$ cat config.mk
export PLATFORM = sky130hd
export DESIGN_NAME = hazard_ctrl
export DESIGN_NICKNAME = d
export VERILOG_FILES = /design/src/rtl/hazard_ctrl.sv
export SDC_FILE = /design/constraint.sdc
export NUM_CORES = 1
export LEC_CHECK = 0
export CAP_MARGIN = 5
export CORE_MARGIN = 10
export CORE_UTILIZATION = 30
export CTS_CLUSTER_DIAMETER = 100
export DETAILED_ROUTE_END_ITERATION = 8
export SYNTH_ARGS = -nofsm -noshare
export SYNTH_HDL_FRONTEND = slang
export SYNTH_SLANG_ARGS = --single-unit
$ cat constraint.sdc
create_clock -name clk -period 2.8 [get_ports clk]
set_input_delay 0.7 -clock clk [delete_from_list [all_inputs] [get_ports clk]]
set_output_delay 0.7 -clock clk [all_outputs]
set_load 0.03 [all_outputs]
$ cat src/rtl/hazard_ctrl.sv
// hazard_ctrl: pipeline interlock and sequencing controller for the cpu3
// five-stage datapath (IF, ID, EX, MEM, WB).
//
// Tracks register-file writes in flight past ID, stalls ID on read-after-write
// hazards, squashes wrong-path instructions after a redirect, and drains the
// pipeline on halt/exception before raising the sticky terminal outputs.
//
// Ports:
//   clk, rst_                 clock, asynchronous active-low reset
//   id_valid                  ID holds a real instruction
//   id_r1_addr, id_r2_addr    source register addresses
//   id_use_r1, id_use_r2      instruction reads the matching source
//   id_rw_, id_waddr          active-low write enable and destination
//   id_halt, id_exception     ID instruction is halt / illegal
//   redirect                  taken branch or jump resolved this cycle
//   stall                     hold PC and instruction register
//   bubble                    force ID/EX controls to NOP
//   flush                     squash the instruction in IF/ID
//   halt, exception           sticky, pipeline drained after halt/exception
//   stall_cnt                 saturating count of stall cycles
//
// state    | meaning
// ---------+--------------------------------------------------------------
// ST_RUN   | normal issue; hazards stall, redirects flush
// ST_DRAIN | halt/exception accepted; hold ID until all slots are empty
// ST_DONE  | pipeline empty; terminal output raised and held until reset

module hazard_ctrl #(
  parameter int REG_ADDR_BITS = 5,
  parameter int DEPTH         = 3,
  parameter int WB_BYPASS     = 1,
  parameter int FLUSH_CYCLES  = 2,
  parameter int CNT_BITS      = 16
) (
  input  logic                     clk,
  input  logic                     rst_,
  input  logic                     id_valid,
  input  logic [REG_ADDR_BITS-1:0] id_r1_addr,
  input  logic [REG_ADDR_BITS-1:0] id_r2_addr,
  input  logic                     id_use_r1,
  input  logic                     id_use_r2,
  input  logic                     id_rw_,
  input  logic [REG_ADDR_BITS-1:0] id_waddr,
  input  logic                     id_halt,
  input  logic                     id_exception,
  input  logic                     redirect,
  output logic                     stall,
  output logic                     bubble,
  output logic                     flush,
  output logic                     halt,
  output logic                     exception,
  output logic [CNT_BITS-1:0]      stall_cnt
);

  typedef enum logic [1:0] {ST_RUN, ST_DRAIN, ST_DONE} state_t;

  // With write-through in WB the oldest slot can never cause a hazard.
  localparam int CHK     = (WB_BYPASS != 0) ? DEPTH - 1 : DEPTH;
  localparam int FC_BITS = $clog2(FLUSH_CYCLES + 1);

  state_t                   state, state_nxt;
  logic [DEPTH-1:0]         slot_v;
  logic [REG_ADDR_BITS-1:0] slot_waddr [DEPTH];
  logic [FC_BITS-1:0]       flush_cnt;
  logic                     exc_pend;
  logic                     hazard;
  logic                     issue;
  logic                     slot0_v;

  always_comb begin
    hazard = 1'b0;
    for (int i = 0; i < CHK; i++) begin
      if (slot_v[i] && id_use_r1 && (id_r1_addr != '0) && (id_r1_addr == slot_waddr[i]))
        hazard = 1'b1;
      if (slot_v[i] && id_use_r2 && (id_r2_addr != '0) && (id_r2_addr == slot_waddr[i]))
        hazard = 1'b1;
    end
    hazard = hazard & id_valid;
  end

  always_comb begin
    state_nxt = state;
    stall     = 1'b0;
    flush     = redirect | (flush_cnt != '0);
    case (state)
      ST_RUN: begin
        // A squashed instruction is not worth stalling for.
        stall = hazard & ~flush;
        // Halt/exception in the branch shadow is wrong-path and ignored.
        if (id_valid && (id_halt || id_exception) && !flush)
          state_nxt = ST_DRAIN;
      end
      ST_DRAIN: begin
        stall = 1'b1;
        if (slot_v == '0)
          state_nxt = ST_DONE;
      end
      ST_DONE: stall = 1'b1;
      default: state_nxt = ST_RUN;
    endcase
    bubble  = stall | flush;
    issue   = id_valid & ~stall & ~bubble & (state == ST_RUN);
    slot0_v = issue & ~id_rw_ & (id_waddr != '0);
  end

  always_ff @(posedge clk or negedge rst_) begin
    if (!rst_) begin
      state     <= ST_RUN;
      slot_v    <= '0;
      for (int i = 0; i < DEPTH; i++) slot_waddr[i] <= '0;
      flush_cnt <= '0;
      exc_pend  <= 1'b0;
      halt      <= 1'b0;
      exception <= 1'b0;
      stall_cnt <= '0;
    end else begin
      state <= state_nxt;

      slot_v        <= {slot_v[DEPTH-2:0], slot0_v};
      slot_waddr[0] <= id_waddr;
      for (int i = 1; i < DEPTH; i++) slot_waddr[i] <= slot_waddr[i-1];

      if (redirect)
        flush_cnt <= FC_BITS'(FLUSH_CYCLES - 1);
      else if (flush_cnt != '0)
        flush_cnt <= flush_cnt - 1'b1;

      // Exception wins when the instruction is both halt and illegal.
      if (state == ST_RUN && state_nxt == ST_DRAIN)
        exc_pend <= id_exception;

      if (state == ST_DONE) begin
        if (exc_pend) exception <= 1'b1;
        else          halt      <= 1'b1;
      end

      if (stall && (stall_cnt != '1))
        stall_cnt <= stall_cnt + 1'b1;
    end
  end

endmodule

After elaboration in Yosys (flattened, before gate mapping):

Cells that the tools add are included.

* bitwise logic cells: 14
* mux-type cells: 10
* reduce and logical (&&, ||, !) cells: 28
* add/sub/neg operators: 2
* eq/ne operators: 8

Operator list (count)
* == test 5 bit: 4
* adder 16 x 1 -> 16 bit (second input constant): 1
* logical AND 1 bit: 16
* != test 16 bit (second input constant): 1
* nonzero test 5 bit: 3
* two-way mux 2 bit: 4
* bitwise AND 1 bit: 7
* one-hot mux 2 bit (3 select lines): 1
* inverter 1 bit: 5
* == test 2 x 1 -> 1 bit (second input constant): 2
* two-way mux 1 bit: 4
* AND reduction 2 bit: 2
* nonzero test 2 bit: 2
* zero test 3 bit: 1
* == test 2 bit (second input constant): 1
* zero test 2 bit: 1
* bitwise OR 1 bit: 2
* one-hot mux 1 bit (2 select lines): 1
* OR reduction 2 bit: 1
* subtractor 2 x 1 -> 2 bit (second input constant): 1
* zero test 1 bit: 1
* logical OR 1 bit: 1

* logic and storage cells: 71
* bits of input ports: 24
* output and inout bits: 21
* flip-flop bits (word level): 36

Logic depth before layout (Yosys ltp):

Gate-level depths: netlist of the first run.

* depth in word-level cells: 16
* mapped depth: 10
* mapped depth without buffers: 9

Least setup slack after synthesis of the first run:

OpenSTA, ideal clock, no wires.

* path kind: in2out
* start: in id_r2_addr[4]
* end: out bubble
* stages: 7
* required time: 2.100 ns
* arrival: 2.131 ns
* setup slack: -0.031 ns
* buffers on the path: 1
* path through: xor2_1 > nor4_1 > nand3_1 > a2111o_1 > and2_1 > buf_6 > nand2_1

* longest elaborated chain between the ends: 10
* elaborated cells on any way between the ends: 14
* those cells by class: 2 x eq/ne; 4 x mux; 3 x bitwise; 5 x reduce/logical

RTL lines
* start: declaration: line 39 `input logic [REG_ADDR_BITS-1:0] id_r2_addr,`
* nonzero test 5 bit: line 75 `if (slot_v[i] && id_use_r2 && (id_r2_addr != '0) && (id_r2_addr == slot_waddr[i]))`
* logical AND 1 bit (2 in series): line 75
* two-way mux 1 bit: line 75
* two-way mux 1 bit: line 73 `if (slot_v[i] && id_use_r1 && (id_r1_addr != '0) && (id_r1_addr == slot_waddr[i]))`
* two-way mux 1 bit *: line 75
* bitwise AND 1 bit *: line 78 `hazard = hazard & id_valid;`
* bitwise AND 1 bit *: line 88 `stall = hazard & ~flush;`
* one-hot mux 1 bit (2 select lines) *: line 85 `case (state)`
* bitwise OR 1 bit *: line 101 `bubble = stall | flush;`
* end: declaration: line 48 `output logic bubble,`

Every way passes the cells marked *; elsewhere a longest branch is shown, timed or not.

Worst setup path in the final report of the first run:

* start: in id_r2_addr[2]
* end: out stall

* longest elaborated chain between the ends: 9
* elaborated cells on any way between the ends: 13
* those cells by class: 2 x eq/ne; 4 x mux; 2 x bitwise; 5 x reduce/logical

RTL lines
* nonzero test 5 bit: line 75
* logical AND 1 bit (2 in series): line 75
* two-way mux 1 bit: line 75
* two-way mux 1 bit: line 73
* two-way mux 1 bit *: line 75
* bitwise AND 1 bit *: line 78
* bitwise AND 1 bit *: line 88
* one-hot mux 1 bit (2 select lines) *: line 85
* end: declaration: line 47 `output logic stall,`

Marks and branches as above.

==> out/results.ini, run 1 <==
[outcome]
status=finished with violations
failed_checks=negative setup slack

[global_route]
grt-ovfl-total=0
grt_pass1_vias=1484
grt_max_degree=37
grt_first_pass_wirelength_um=7410
grt_usage_pct=9.37
antenna_found_initial=0

[drt]
dr.pass1.iters=4
via_count=1389
wl_um=4410
wire_per_inst_um=14.5
drc=0
drt.antenna.violating_nets=0
drt_iter0_drc=33
viasPerCell=4.55

[sta]
rsz0062_at_grt=yes
drv_slew=0
setup-violations-final=2
setup_tns_ns=-0.214
fmax_mhz=343
fin_crit_sh_pct=104
fin_crit_ns=2.91
final_hold_viol_count=0
fin_skew_ns=0.00812
worst_pin_slew_ns=0.470
fin_ws_ns=-0.113
whs_ns=0.438
max_slew_margin_pct=68.5

[logic_synthesis]
synthMuxAreaShare_pct=1.79
ys_top_cells_by_count=36 x dfrtp_1, 19 x xnor2_1, 17 x xor2_1
synth_area_leader_cell=dfrtp_1
synth_compound_area_share_pct=3.31
synth.most_common_cell=dfrtp_1
yosys.area_share.simple_pct=21.4
synth-xor-area-share_pct=17.4
synth_warnings=0
synth_edf_count=0
synth_area_per_cell_um2=11.3
synthDistinctLibCells=32
synth_fp_nets=191
async_flop_share_pct=100
synthesis.area_um2=1810
netlist_instances=161
yosys-top-cells-area=dfrtp_1 50%, xnor2_1 9.2%, xor2_1 8.2%
netlist.area_leader.share_pct=49.7
synthAdderAreaFrac_pct=4.14
yosys_most_used_dff=dfrtp_1
synth_seq_cells=36
seq_area_frac_synth_pct=49.7
synth_top_family_by_area=simple AND/OR/NAND/NOR gates

[power_and_ir_drop]
cellLeakagePower_nw=1.14
powerDensity_nw_per_um2=792
vdd_drop_max_mv=0.490

[place]
place_hpwl_um=3340
gp_routability_congestion=0.846
port_buffers=44

[floorplan]
coreArea_um2=5890
die_x_um=97.7
initial_core_util_pct=30.8
io_pins=45
die_area_um2=9550
die_h_um=97.7
row_count=28

[clock_tree]
clk_path_buf_depth=2
ctsHoldBuffers=0
clockRootBuffer=clkbuf_8
cts.sinks=36
cts_made_buffers=5
worstSkewPairLatency_ns=0.28
path_clk_slew_ns=0.08
cts_tree=done
h-tree-depth=2

[setup_path]
worstPathRequired_ns=2.10
r2r_start=slot_waddr[7]
cp_max_fo=3
critPathArrivalTime_ns=2.21
ff2ff_path_depth=10
start_kind=primary input
rr_endpoint=stall_cnt[5]
rrSetupSlack_ns=0.37
startpoint=id_r2_addr[2]
crit_path_end_kind=output port
crit_type=primary input to output port
crit_path_end=stall

[finish]
diodes=0
drive_above_1_share_pct=23.0
area_delta_synth_final_pct=45.3
final_core_util_pct=44.7
multiInputGateArea_um2=930
ff_latch_area_um2=901
nFillCells=580
nets=259

[flow_run]
max_cap_violations=0

[worst_hold_path]
min-delay-path-class=flop to flop

[cell type report]
type                    instances  area share (%)
clock inverters                 3           0.713
repair buffers                 63            22.5
inverters                       7            1.14
flip-flops and latches         36            34.2
multi-input cells             116            35.3
well taps                      75            3.56
clock buffers                   5            2.61
[stage by stage]
step / area (um2) / instances / power (W) / worst slack, ns
CTS: 2570 / 303 / 0.00207 / -0.136
global route: 2630 / 305 / 0.00224 / -0.189
detailed placement: 2450 / 293 / 0.00164 / -0.574
finish: 2630 / 305 / 0.00209 / -0.113
floorplan: 1820 / 161 / 0.00128 / 0.0372
global placement: 2450 / 293 / 0.00165 / -0.545
[power by group]
group / leakage (nW) / switching (W) / total [W] / internal (W)
clock: 0.0479 / 0.000189 / 0.000362 / 0.000173
sequential: 0.451 / 0.0000979 / 0.000709 / 0.000611
combinational: 0.639 / 0.000521 / 0.00101 / 0.000493
[critical path: stages]
cell and delay [ns]:
buf_8 0.10, xor2_2 0.16, nor4_2 0.30, nand3_1 0.10, a2111o_1 0.44, and2_4 0.19
clkinvlp_4 0.07, buf_6 0.13
[logic make-up (layout without fill, tap and decap cells)]
logic type / Yosys count / after routing
AOI/OAI and AO/OA: 8 / 8
xor gates and xnor gates: 36 / 36
adders and majority gates: 6 / 6
buffers and inverters: 9 / 78
DFF: 36 / 36
muxes: 3 / 3
and+or+nand+nor: 63 / 63
[placed cells by master, fill, tap and decap left out, types with 2 or more instances in the layout]
master and instances:
a21o_1 2, a21oi_2 2, and3_1 4, buf_2 2, buf_4 18, buf_6 3
buf_8 2, clkbuf_8 5, clkdlybuf4s15_1 2, clkdlybuf4s50_1 30, clkinv_2 2, dfrtp_1 36
dlygate4sd2_1 3, dlymetal6s2s_1 2, ha_1 6, inv_1 6, mux2_2 2, nand2_1 9
nand3_1 5, nand4_1 10, nor2_1 9, nor2b_1 2, nor3_1 7, nor4_2 2
nor4b_4 2, xnor2_1 19, xor2_1 16
[flip-flops by register name, summed over array words and instances, names as in the netlist]
register	count
stall_cnt	16
slot_waddr	10
state	2
exception	1
slot_v	3
flush_cnt	2
halt	1
exc_pend	1
[worst min-delay path by stage]
| stage | from | endpoint | slack (ns) | depth (start not counted) |
|---|---|---|---|---|
| 6_report | slot_v[0] | slot_v[1] | 0.44 | 0 |
| 3_3_place_gp | slot_v[1] | slot_v[2] | 0.43 | 0 |
| 3_5_place_dp | slot_v[0] | slot_v[1] | 0.42 | 0 |
| 5_1_grt | slot_v[0] | slot_v[1] | 0.46 | 0 |
| 4_1_cts | slot_v[1] | slot_v[2] | 0.45 | 0 |
| 2_1_floorplan | slot_v[1] | slot_v[2] | 0.39 | 0 |
[per-layer routing]
layer | global-route usage [%] | vias up | share of wire [%]
met3 | 3.59 | 6 | 4.4
met2 | 16.0 | 28 | 52
met4 | 2.68 | 0 | 1.1
li1 | - | 695 | -
met5 | 0 | - | 0
met1 | 10.6 | 660 | 43
[timing repair]
action	in CTS	in global routing
cloned	0	0
pin swaps	11	6
setup endpoints to repair	14	2
setup buffers	2	2
gates resized for setup	38	11
Power figures use the tool's default switching activity.
==> run 2: changes to the inputs <==
- GPL_ROUTABILITY_DRIVEN: default -> 0
- HOLD_SLACK_MARGIN: default -> 0.08
==> results of run 2 <==
The final DEF is identical to that of run 1; final timing and power are the same.
==> run 3: changes to the inputs <==
- CTS_CLUSTER_SIZE: default -> 16
==> results of run 3 <==
The final DEF is identical to that of run 1; final timing and power are the same.
